===== src/rtl/acumulador_rizado_if.sv =====
// acumulador_rizado_if: operand, flush and result handshake signals of acumulador_rizado
interface acumulador_rizado_if;
   logic       in_valid;
   logic [7:0] in_data;
   logic       in_ready;
   logic       flush;
   logic       out_valid;
   logic       out_ready;
   logic [7:0] out_sum;
   logic [3:0] out_ncarry;
   modport master (output in_valid, in_data, flush, out_ready,
                   input  in_ready, out_valid, out_sum, out_ncarry);
   modport slave  (input  in_valid, in_data, flush, out_ready,
                   output in_ready, out_valid, out_sum, out_ncarry);
endinterface


===== src/rtl/acumulador_rizado.sv =====
// acumulador_rizado: sums a burst of N_OPS bytes into an 8-bit total plus a carry-out count
module acumulador_rizado #(
   parameter int PwrC  = 0,
   parameter int N_OPS = 4
) (
   input logic                clk,
   input logic                reset,
   acumulador_rizado_if.slave bus
);
   if (N_OPS < 2 || N_OPS > 16) begin : g_bad_n_ops
      $error("acumulador_rizado: N_OPS=%0d outside 2..16 (PwrC=%0d)", N_OPS, PwrC);
   end
   typedef enum logic [1:0] {IDLE, ACC, DONE} state_t;
   localparam logic [4:0] LAST = 5'(N_OPS);
   state_t     state_q, state_d;
   logic [7:0] acc_q, acc_d;
   logic [4:0] cnt_q, cnt_d;
   logic [3:0] ncarry_q, ncarry_d;
   logic       out_valid_q, out_valid_d;
   logic [7:0] out_sum_q, out_sum_d;
   logic [3:0] out_ncarry_q, out_ncarry_d;
   logic       accept;
   logic [8:0] sum9;
   assign bus.in_ready   = !reset && !bus.flush && state_q != DONE;
   assign accept         = bus.in_valid && bus.in_ready;
   assign sum9           = {1'b0, acc_q} + {1'b0, bus.in_data};
   assign bus.out_valid  = out_valid_q;
   assign bus.out_sum    = out_sum_q;
   assign bus.out_ncarry = out_ncarry_q;
   always_comb begin
      state_d      = state_q;
      acc_d        = acc_q;
      cnt_d        = cnt_q;
      ncarry_d     = ncarry_q;
      out_valid_d  = out_valid_q;
      out_sum_d    = out_sum_q;
      out_ncarry_d = out_ncarry_q;
      if (bus.flush) begin
         state_d      = IDLE;
         acc_d        = '0;
         cnt_d        = '0;
         ncarry_d     = '0;
         out_valid_d  = 1'b0;
         out_sum_d    = '0;
         out_ncarry_d = '0;
      end else if (state_q == IDLE && accept) begin
         state_d  = ACC;
         acc_d    = bus.in_data;
         cnt_d    = 5'd1;
         ncarry_d = '0;
      end else if (state_q == ACC && accept) begin
         acc_d    = sum9[7:0];
         cnt_d    = cnt_q + 5'd1;
         ncarry_d = ncarry_q + {3'b000, sum9[8]};
         if (cnt_d == LAST) begin
            state_d      = DONE;
            out_valid_d  = 1'b1;
            out_sum_d    = sum9[7:0];
            out_ncarry_d = ncarry_d;
         end
      end else if (state_q == DONE && bus.out_ready) begin
         // result stays on out_sum/out_ncarry; only valid drops
         state_d     = IDLE;
         acc_d       = '0;
         cnt_d       = '0;
         ncarry_d    = '0;
         out_valid_d = 1'b0;
      end
   end
   always_ff @(posedge clk or posedge reset) begin
      if (reset) begin
         state_q      <= IDLE;
         acc_q        <= '0;
         cnt_q        <= '0;
         ncarry_q     <= '0;
         out_valid_q  <= 1'b0;
         out_sum_q    <= '0;
         out_ncarry_q <= '0;
      end else begin
         state_q      <= state_d;
         acc_q        <= acc_d;
         cnt_q        <= cnt_d;
         ncarry_q     <= ncarry_d;
         out_valid_q  <= out_valid_d;
         out_sum_q    <= out_sum_d;
         out_ncarry_q <= out_ncarry_d;
      end
   end
endmodule

===== src/flat_wrapper.sv =====
// flat-port wrapper written by rule: the top's interface ports become plain ports
module acumulador_rizado_flat 
#(
   parameter int PwrC  = 0,
   parameter int N_OPS = 4
)
  (clk, reset, bus_in_valid, bus_in_data, bus_flush, bus_out_ready, bus_in_ready, bus_out_valid, bus_out_sum, bus_out_ncarry);
  acumulador_rizado_if bus_i ();
  input logic clk;
  input logic reset;
  input wire logic [$bits(bus_i.in_valid)-1:0] bus_in_valid;
  input wire logic [$bits(bus_i.in_data)-1:0] bus_in_data;
  input wire logic [$bits(bus_i.flush)-1:0] bus_flush;
  input wire logic [$bits(bus_i.out_ready)-1:0] bus_out_ready;
  output wire logic [$bits(bus_i.in_ready)-1:0] bus_in_ready;
  output wire logic [$bits(bus_i.out_valid)-1:0] bus_out_valid;
  output wire logic [$bits(bus_i.out_sum)-1:0] bus_out_sum;
  output wire logic [$bits(bus_i.out_ncarry)-1:0] bus_out_ncarry;
  assign bus_i.in_valid = bus_in_valid;
  assign bus_i.in_data = bus_in_data;
  assign bus_i.flush = bus_flush;
  assign bus_i.out_ready = bus_out_ready;
  assign bus_in_ready = bus_i.in_ready;
  assign bus_out_valid = bus_i.out_valid;
  assign bus_out_sum = bus_i.out_sum;
  assign bus_out_ncarry = bus_i.out_ncarry;
  acumulador_rizado #(.PwrC(PwrC), .N_OPS(N_OPS)) u_core (.clk(clk), .reset(reset), .bus(bus_i));
endmodule

===== config.mk =====
export PLATFORM = sky130hd
export DESIGN_NAME = acumulador_rizado_flat
export DESIGN_NICKNAME = d
export VERILOG_FILES = /design/src/rtl/acumulador_rizado_if.sv /design/src/rtl/acumulador_rizado.sv /design/src/flat_wrapper.sv
export SDC_FILE = /design/constraint.sdc
export NUM_CORES = 1
export LEC_CHECK = 0
export ABC_AREA = 1
export CORE_MARGIN = 1
export CORE_UTILIZATION = 30
export CTS_BUF_LIST = sky130_fd_sc_hd__clkbuf_2
export CTS_CLUSTER_DIAMETER = 150
export CTS_CLUSTER_SIZE = 28
export DETAILED_ROUTE_END_ITERATION = 8
export SKIP_LAST_GASP = 1
export SYNTH_ARGS = -nofsm -noshare
export SYNTH_HDL_FRONTEND = slang
export SYNTH_SLANG_ARGS = --single-unit

===== constraint.sdc =====
create_clock -name clk -period 2.35 [get_ports clk]
set_input_delay 0.47 -clock clk [delete_from_list [all_inputs] [get_ports clk]]
set_output_delay 0.47 -clock clk [all_outputs]
set_load 0.05 [all_outputs]

==> results of run 1 <==
-- kinds of logic (layout without fill, tap and decap cells) --
family	after synthesis	in the layout
buffers and inverters	37	83
AO/OA/AOI/OAI	19	19
XOR/XNOR	8	8
flip-flops	32	32
AND/OR/NAND/NOR	110	110
adder cells (fa/ha/maj)	12	12
-- worst max-delay path: stages --
cell and delay (ns):
clkdlybuf4s50_1 0.42, ha_1 0.34, a21oi_1 0.21, nand3_1 0.10, nand2_1 0.08, nand2_1 0.05
nand2_1 0.05, nand2_1 0.05, ha_2 0.17, ha_1 0.20, xor2_2 0.15, a22o_1 0.23
-- repair_timing --
item / in CTS / in global routing
endpoints found under the setup margin: 4 / 6
buffers inserted: 0 / 2
pin swaps: 0 / 4
resized for setup: 1 / 6
-- state kept, by name (all words and copies together), names as in the netlist --
register,count
u_core.state_q,2
u_core.cnt_q,5
u_core.bus.out_sum,8
u_core.ncarry_q,4
u_core.bus.out_ncarry,4
u_core.bus.out_valid,1
u_core.acc_q,8
-- Yosys cell counts, drive strengths merged --
cell / n / area [um2]
nand2: 78 / 315
inv: 34 / 128
dfrtp: 32 / 801
nand3: 24 / 138
ha: 11 / 138
nor2: 7 / 47.5
o22ai: 6 / 50.0
a21oi: 4 / 20.0
o21ai: 4 / 27.5
xnor2: 4 / 35.0
xor2: 4 / 35.0
a22o: 2 / 17.5
buf: 2 / 22.5
o211ai: 2 / 15.0
a211oi: 1 / 7.51
clkinv: 1 / 5.00
fa: 1 / 20.0
nand4: 1 / 6.26
-- routing by layer --
metal | global-route usage (%) | wire length [um]
met3 | 3.18 | 180
met1 | 17.8 | 1980
met5 | 0 | 0
met4 | 4.82 | 42
met2 | 21.1 | 1660
-- worst min path at each step --
stage                                                 endpoint  cells after the start                                 start  slack [ns]
after floorplan                    u_core.acc_q[0]$_DFFE_PP0P_                      2           u_core.acc_q[0]$_DFFE_PP0P_        0.46
after global placement    u_core.bus.out_ncarry[1]$_DFFE_PP0P_                      2  u_core.bus.out_ncarry[1]$_DFFE_PP0P_        0.46
after detailed placement     u_core.bus.out_sum[5]$_DFFE_PP0P_                      2     u_core.bus.out_sum[5]$_DFFE_PP0P_        0.46
after CTS                    u_core.bus.out_sum[5]$_DFFE_PP0P_                      2     u_core.bus.out_sum[5]$_DFFE_PP0P_        0.50
after global routing               u_core.acc_q[0]$_DFFE_PP0P_                      3                        bus_in_data[0]        0.38
final                              u_core.acc_q[0]$_DFFE_PP0P_                      3                        bus_in_data[0]        0.38
-- cell type report --
type	instances	area, um2
clock buffers	5	25.0
clock inverters	3	37.5
fillers	607	3530
inverters	35	133
multi-input cells	149	892
flip-flops and latches	32	801
well taps	75	93.8
repair buffers	40	378
-- power by group --
| part | internal, mW | switching, mW | leakage (nW) |
|---|---|---|---|
| registers | 0.564 | 0.00952 | 0.442 |
| clock network | 0.174 | 0.198 | 0.0380 |
| logic | 0.0880 | 0.114 | 0.763 |
-- through the flow --
| stage | hold WS, ns | instances | setup slack [ns] | total power [mW] | area (um2) |
|---|---|---|---|---|---|
| after global placement | 0.457 | 329 | -0.430 | 0.779 | 2260 |
| after floorplan | 0.456 | 218 | 0.145 | 0.703 | 1830 |
| final | 0.380 | 339 | 0.110 | 1.15 | 2360 |
| after CTS | 0.498 | 337 | 0.00111 | 1.15 | 2320 |
| after global routing | 0.384 | 339 | 0.000957 | 1.21 | 2360 |
| after detailed placement | 0.459 | 329 | -0.485 | 0.782 | 2260 |
==> metrics.cfg, run 1 <==
[outcome]
outcome = finished, final reports clean

[clocking]
htreeDepth = 2
holdBufCountCts = 0
cts_sinks = 32
clock_latency_ns = 0.38
clk_pin_slew_ns = 0.18
cts-root-buf = clkbuf_2
cts_tree = built
clockBufferDepth = 2
numCtsBuffers = 5

[synth]
synthCells = 218
yosysUniqueCellTypes = 27
synth_top_family_by_area = simple AND/OR/NAND/NOR gates
syn_avg_cell_area_um2 = 8.39
synth_nets = 243
synth_compound_area_share_pct = 7.53
ys_ff_latch = 32
synth_area_um2 = 1830
synth_fa_ha_area_share_pct = 8.62
yosys-mux-area-fraction_pct = 0
yosys.area_share.simple_pct = 27.7
ys_warn_count = 0
synth_xor_area_share_pct = 3.83
synth_seq_area_share_pct = 43.8

[die]
dieWidth_um = 80.1
start_util_pct = 31.1
coreArea_um2 = 5890
fp.dieH_um = 80.1
ioPinCount = 27
dieArea_um2 = 6410
num_rows = 28

[drt]
viasPerCell = 4.37
drc = 0
wl_per_cell_um = 11.4
route.vias.total = 1481
drt-total-wl_um = 3860
ant_nets = 0
drt_iter0_markers = 89
first_pass_iters = 4

[placement]
dp_hpwl_um = 2830
portBuffers = 26
routabilityCongestion = 0.814

[worst_setup_path]
regToRegStartpoint = u_core.acc_q[0]$_DFFE_PP0P_
worstPathRequired_ns = 2.64
crit_path_end_kind = register
rr_worst_depth = 14
reg2reg_slack_ns = 0.15
arrival_ns = 2.53
path_class = in -> reg
startpoint_type = input port
cp-startpoint = bus_in_data[5]
crit_fanout = 3
timing.critical_path.to = u_core.ncarry_q[2]$_DFFE_PP0P_
reg2reg_to = u_core.ncarry_q[2]$_DFFE_PP0P_

[layout]
area_delta_synth_final_pct = 29.1
layout_common_cells = 73 x nand2_1, 32 x dfrtp_1, 27 x inv_1, 24 x clkdlybuf4s50_1, 21 x nand3_1
mostFrequentLayoutCell = nand2_1
drive_above_1_share_pct = 18.2
final_core_util_pct = 40.1
fin_nets = 288
antenna_cells = 0

[global_routing]
grt_pass1_vias = 1403
grt_antenna_before_repair = 0
overflow = 0
grt_pass1_wl_um = 6480
grt_usage_pct = 13.4
grt_max_degree = 33

[timing]
worst_pin_slew_ns = 0.501
post-route-min-period_ns = 2.24
setup_tns_ns = 0
period_share_pct = 95.3
setup_viol = 0
drv_slew = 0
final_hold_viol_count = 0
rsz0062_at_grt = yes
slew_headroom_pct = 66.5
skew_ns = 0.0108
fmax_mhz = 447

[min_path]
hp-class = in -> reg

[power_and_ir_drop]
leakage_nw = 1.24
ir_worst_vdd_v = 0.000271
p_per_area_nw_per_um2 = 486

[run]
cap_violations = 0

Power figures use the tool's default switching activity.
==> run 2: changes to the inputs <==
CORE_UTILIZATION = 55   (was 30)
PLACE_DENSITY = 0.81   (was not set)
==> run 2 against run 1 <==
Compared with the run above:
- final cell count is 9.1% lower
- sequential share of layout area is 0.66 points higher
- critical path depth unchanged
- die area is 44% lower
- clock power is 33% lower
- total power shrank 11%
- non-clock buffer count increased by 1
- clock skew up 0.0011 ns
- combinational power about the same
- critical endpoint unchanged
==> metrics.cfg, run 2 (synthesized netlist as in run 1, its figures left out) <==
[clocking]
htreeDepth = 2  ; unchanged
cts-root-buf = clkbuf_2
numCtsBuffers = 5  ; unchanged
clock_latency_ns = 0.36  ; -0.02 ns
cts_tree = built
cts_sinks = 32  ; unchanged
clockBufferDepth = 2  ; unchanged
clk_pin_slew_ns = 0.15  ; -0.03 ns

[die]
dieWidth_um = 59.7  ; -25%
coreArea_um2 = 3100  ; -47%
dieArea_um2 = 3560  ; -44%
num_rows = 20  ; -29%
ioPinCount = 27  ; unchanged
start_util_pct = 58.9  ; +28 points
fp.dieH_um = 59.7  ; -25%

[drt]
drt_iter0_markers = 47  ; -47%
route.vias.total = 1527  ; +3.1%
drc = 0  ; unchanged
wl_per_cell_um = 11.8  ; +3.5%
first_pass_iters = 4  ; unchanged
viasPerCell = 4.96  ; +13%
ant_nets = 0  ; unchanged
drt-total-wl_um = 3630  ; -6.0%

[worst_setup_path]
timing.critical_path.to = u_core.ncarry_q[2]$_DFFE_PP0P_
crit_fanout = 3  ; unchanged
crit_path_end_kind = register
worstPathRequired_ns = 2.61  ; -0.03 ns
reg2reg_slack_ns = 0.18  ; +0.03 ns
path_cells = clkdlybuf4s50_1, ha_1, a21oi_1, nand3_1, nand2_1, nand2_1, nand2_1, nand2_1, ha_2, ha_2, xor2_2, a22o_1
slowest_stage = clkdlybuf4s50_1
arrival_ns = 2.46  ; -0.07 ns
path_class = in -> reg
startpoint_type = input port
crit_top_cell = nand2_1
cp-startpoint = bus_in_data[5]
regToRegStartpoint = u_core.acc_q[0]$_DFFE_PP0P_
reg2reg_to = u_core.bus.out_ncarry[3]$_DFFE_PP0P_
slowest_delay_ns = 0.42  ; about the same
rr_worst_depth = 15  ; +1

[placement]
dp_hpwl_um = 2680  ; -5.4%
portBuffers = 26  ; unchanged
routabilityCongestion = 0.866  ; +6.3%
place_inst = 298  ; -9.4%
pre_cts_ws_ns = -0.465  ; +0.0204 ns
postPlaceCellArea_um2 = 2220  ; -1.7%

[timing]
fmax_mhz = 455  ; +1.9%
hold_ws_ns = 0.490  ; +0.110 ns
slew_headroom_pct = 66.9  ; +0.36 points
worst_pin_slew_ns = 0.495  ; -0.00532 ns
post-route-min-period_ns = 2.20  ; -0.0425 ns
rsz0062_at_grt = no
skew_ns = 0.0120  ; +0.00114 ns
setup_viol = 0  ; unchanged
fin_ws_ns = 0.153  ; +0.0425 ns
drv_slew = 0  ; unchanged
final_hold_viol_count = 0  ; unchanged
setup_tns_ns = 0  ; unchanged
period_share_pct = 93.5  ; -1.8 points

[layout]
final_cells = 308  ; -9.1%
antenna_cells = 0  ; unchanged
fillers = 248  ; -59%
fin_area_um2 = 2310  ; -1.9%
fin_nets = 289  ; +0.35%
layout_common_cells = 73 x nand2_1, 32 x dfrtp_1, 27 x inv_1, 23 x clkdlybuf4s50_1, 21 x nand3_1
drive_above_1_share_pct = 19.7  ; +1.5 points
mostFrequentLayoutCell = nand2_1
area_delta_synth_final_pct = 26.6

[power_and_ir_drop]
p_per_area_nw_per_um2 = 443  ; -8.8%
leakage_nw = 1.23  ; -0.63%
ir_worst_vdd_v = 0.000307  ; +13%

[global_routing]
grt_pass1_wl_um = 6220  ; -4.1%
overflow = 0  ; unchanged
grt_antenna_before_repair = 0  ; unchanged
grt-busiest-layer = met2
grt_usage_pct = 24.0  ; +11 points
grt_use_met2_pct = 37.8  ; +17 points
use_met1_pct = 33.3  ; +15 points
grt_max_degree = 33  ; unchanged
grt_pass1_vias = 1421  ; +1.3%
met3_usage_pct = 5.19  ; +2.0 points

[outcome]
outcome = finished, final reports clean

[run]
cap_violations = 0  ; unchanged

[min_path]
hp-class = reg -> reg

==> run 2: cell types whose count changed in the layout (fill, tap and decap cells not counted) <==
cell,before,now
buf_4,14,15
bufinv_16,1,0
clkbuf_2,5,6
clkdlybuf4s50_1,24,23
clkinv_1,2,0
clkinv_2,1,2
dlygate4sd2_1,0,1
ha_1,9,7
ha_2,2,3
ha_4,0,1
==> run 2: worst min-delay path by stage <==
stage                                      start  cells past startpoint                                end
6_report       u_core.bus.out_sum[3]$_DFFE_PP0P_                      2  u_core.bus.out_sum[3]$_DFFE_PP0P_
5_1_grt                           bus_in_data[0]                      3        u_core.acc_q[0]$_DFFE_PP0P_
4_1_cts                           bus_in_data[0]                      3        u_core.acc_q[0]$_DFFE_PP0P_
3_5_place_dp   u_core.bus.out_sum[3]$_DFFE_PP0P_                      2  u_core.bus.out_sum[3]$_DFFE_PP0P_
3_3_place_gp   u_core.bus.out_sum[6]$_DFFE_PP0P_                      2  u_core.bus.out_sum[6]$_DFFE_PP0P_
2_1_floorplan        u_core.acc_q[0]$_DFFE_PP0P_                      2        u_core.acc_q[0]$_DFFE_PP0P_
==> run 2: cell type report <==
cell class                 instances  area, um2  share of cell area (%)
multi-input combinational        149        907                    39.2
sequential                        32        801                    34.6
timing repair buffer              41        384                    16.6
inverter                          35        133                    5.73
tap                               44       55.1                    2.38
clock buffer                       6       30.0                    1.30
clock inverter                     1       5.00                   0.216
==> run 2: power by group <==
part	switching (mW)	leakage (nW)	internal (mW)
combinational	0.114	0.764	0.0900
clock	0.177	0.0288	0.0710
sequential	0.0104	0.442	0.564
==> run 2: worst max-delay path: cells and delay by family <==
kind / cells / cell delay (ns)
XOR/XNOR: 1 / 0.15
AND/OR/NAND/NOR: 5 / 0.33
buffers and inverters: 1 / 0.42
AO/OA/AOI/OAI: 2 / 0.40
adder cells (fa/ha/maj): 3 / 0.68
==> run 2: timing repair <==
action,CTS,global route
pin swaps,3,6
setup buffers,1,2
setup endpoints to repair,4,4
hold buffers,0,0
resized for setup,6,4
==> run 2: metrics by stage <==
stage	utilization (%)	power [mW]
4_1_cts	73.2	1.03
2_1_floorplan	-	0.703
5_1_grt	74.6	1.09
6_report	74.6	1.03
3_5_place_dp	71.6	0.779
3_3_place_gp	71.6	0.776
==> run 2: layer usage <==
layer	wire length, um	vias to the layer above
met1	1700	702
li1	-	780
met3	222	6
met2	1660	39
met5	0	-
met4	44	0
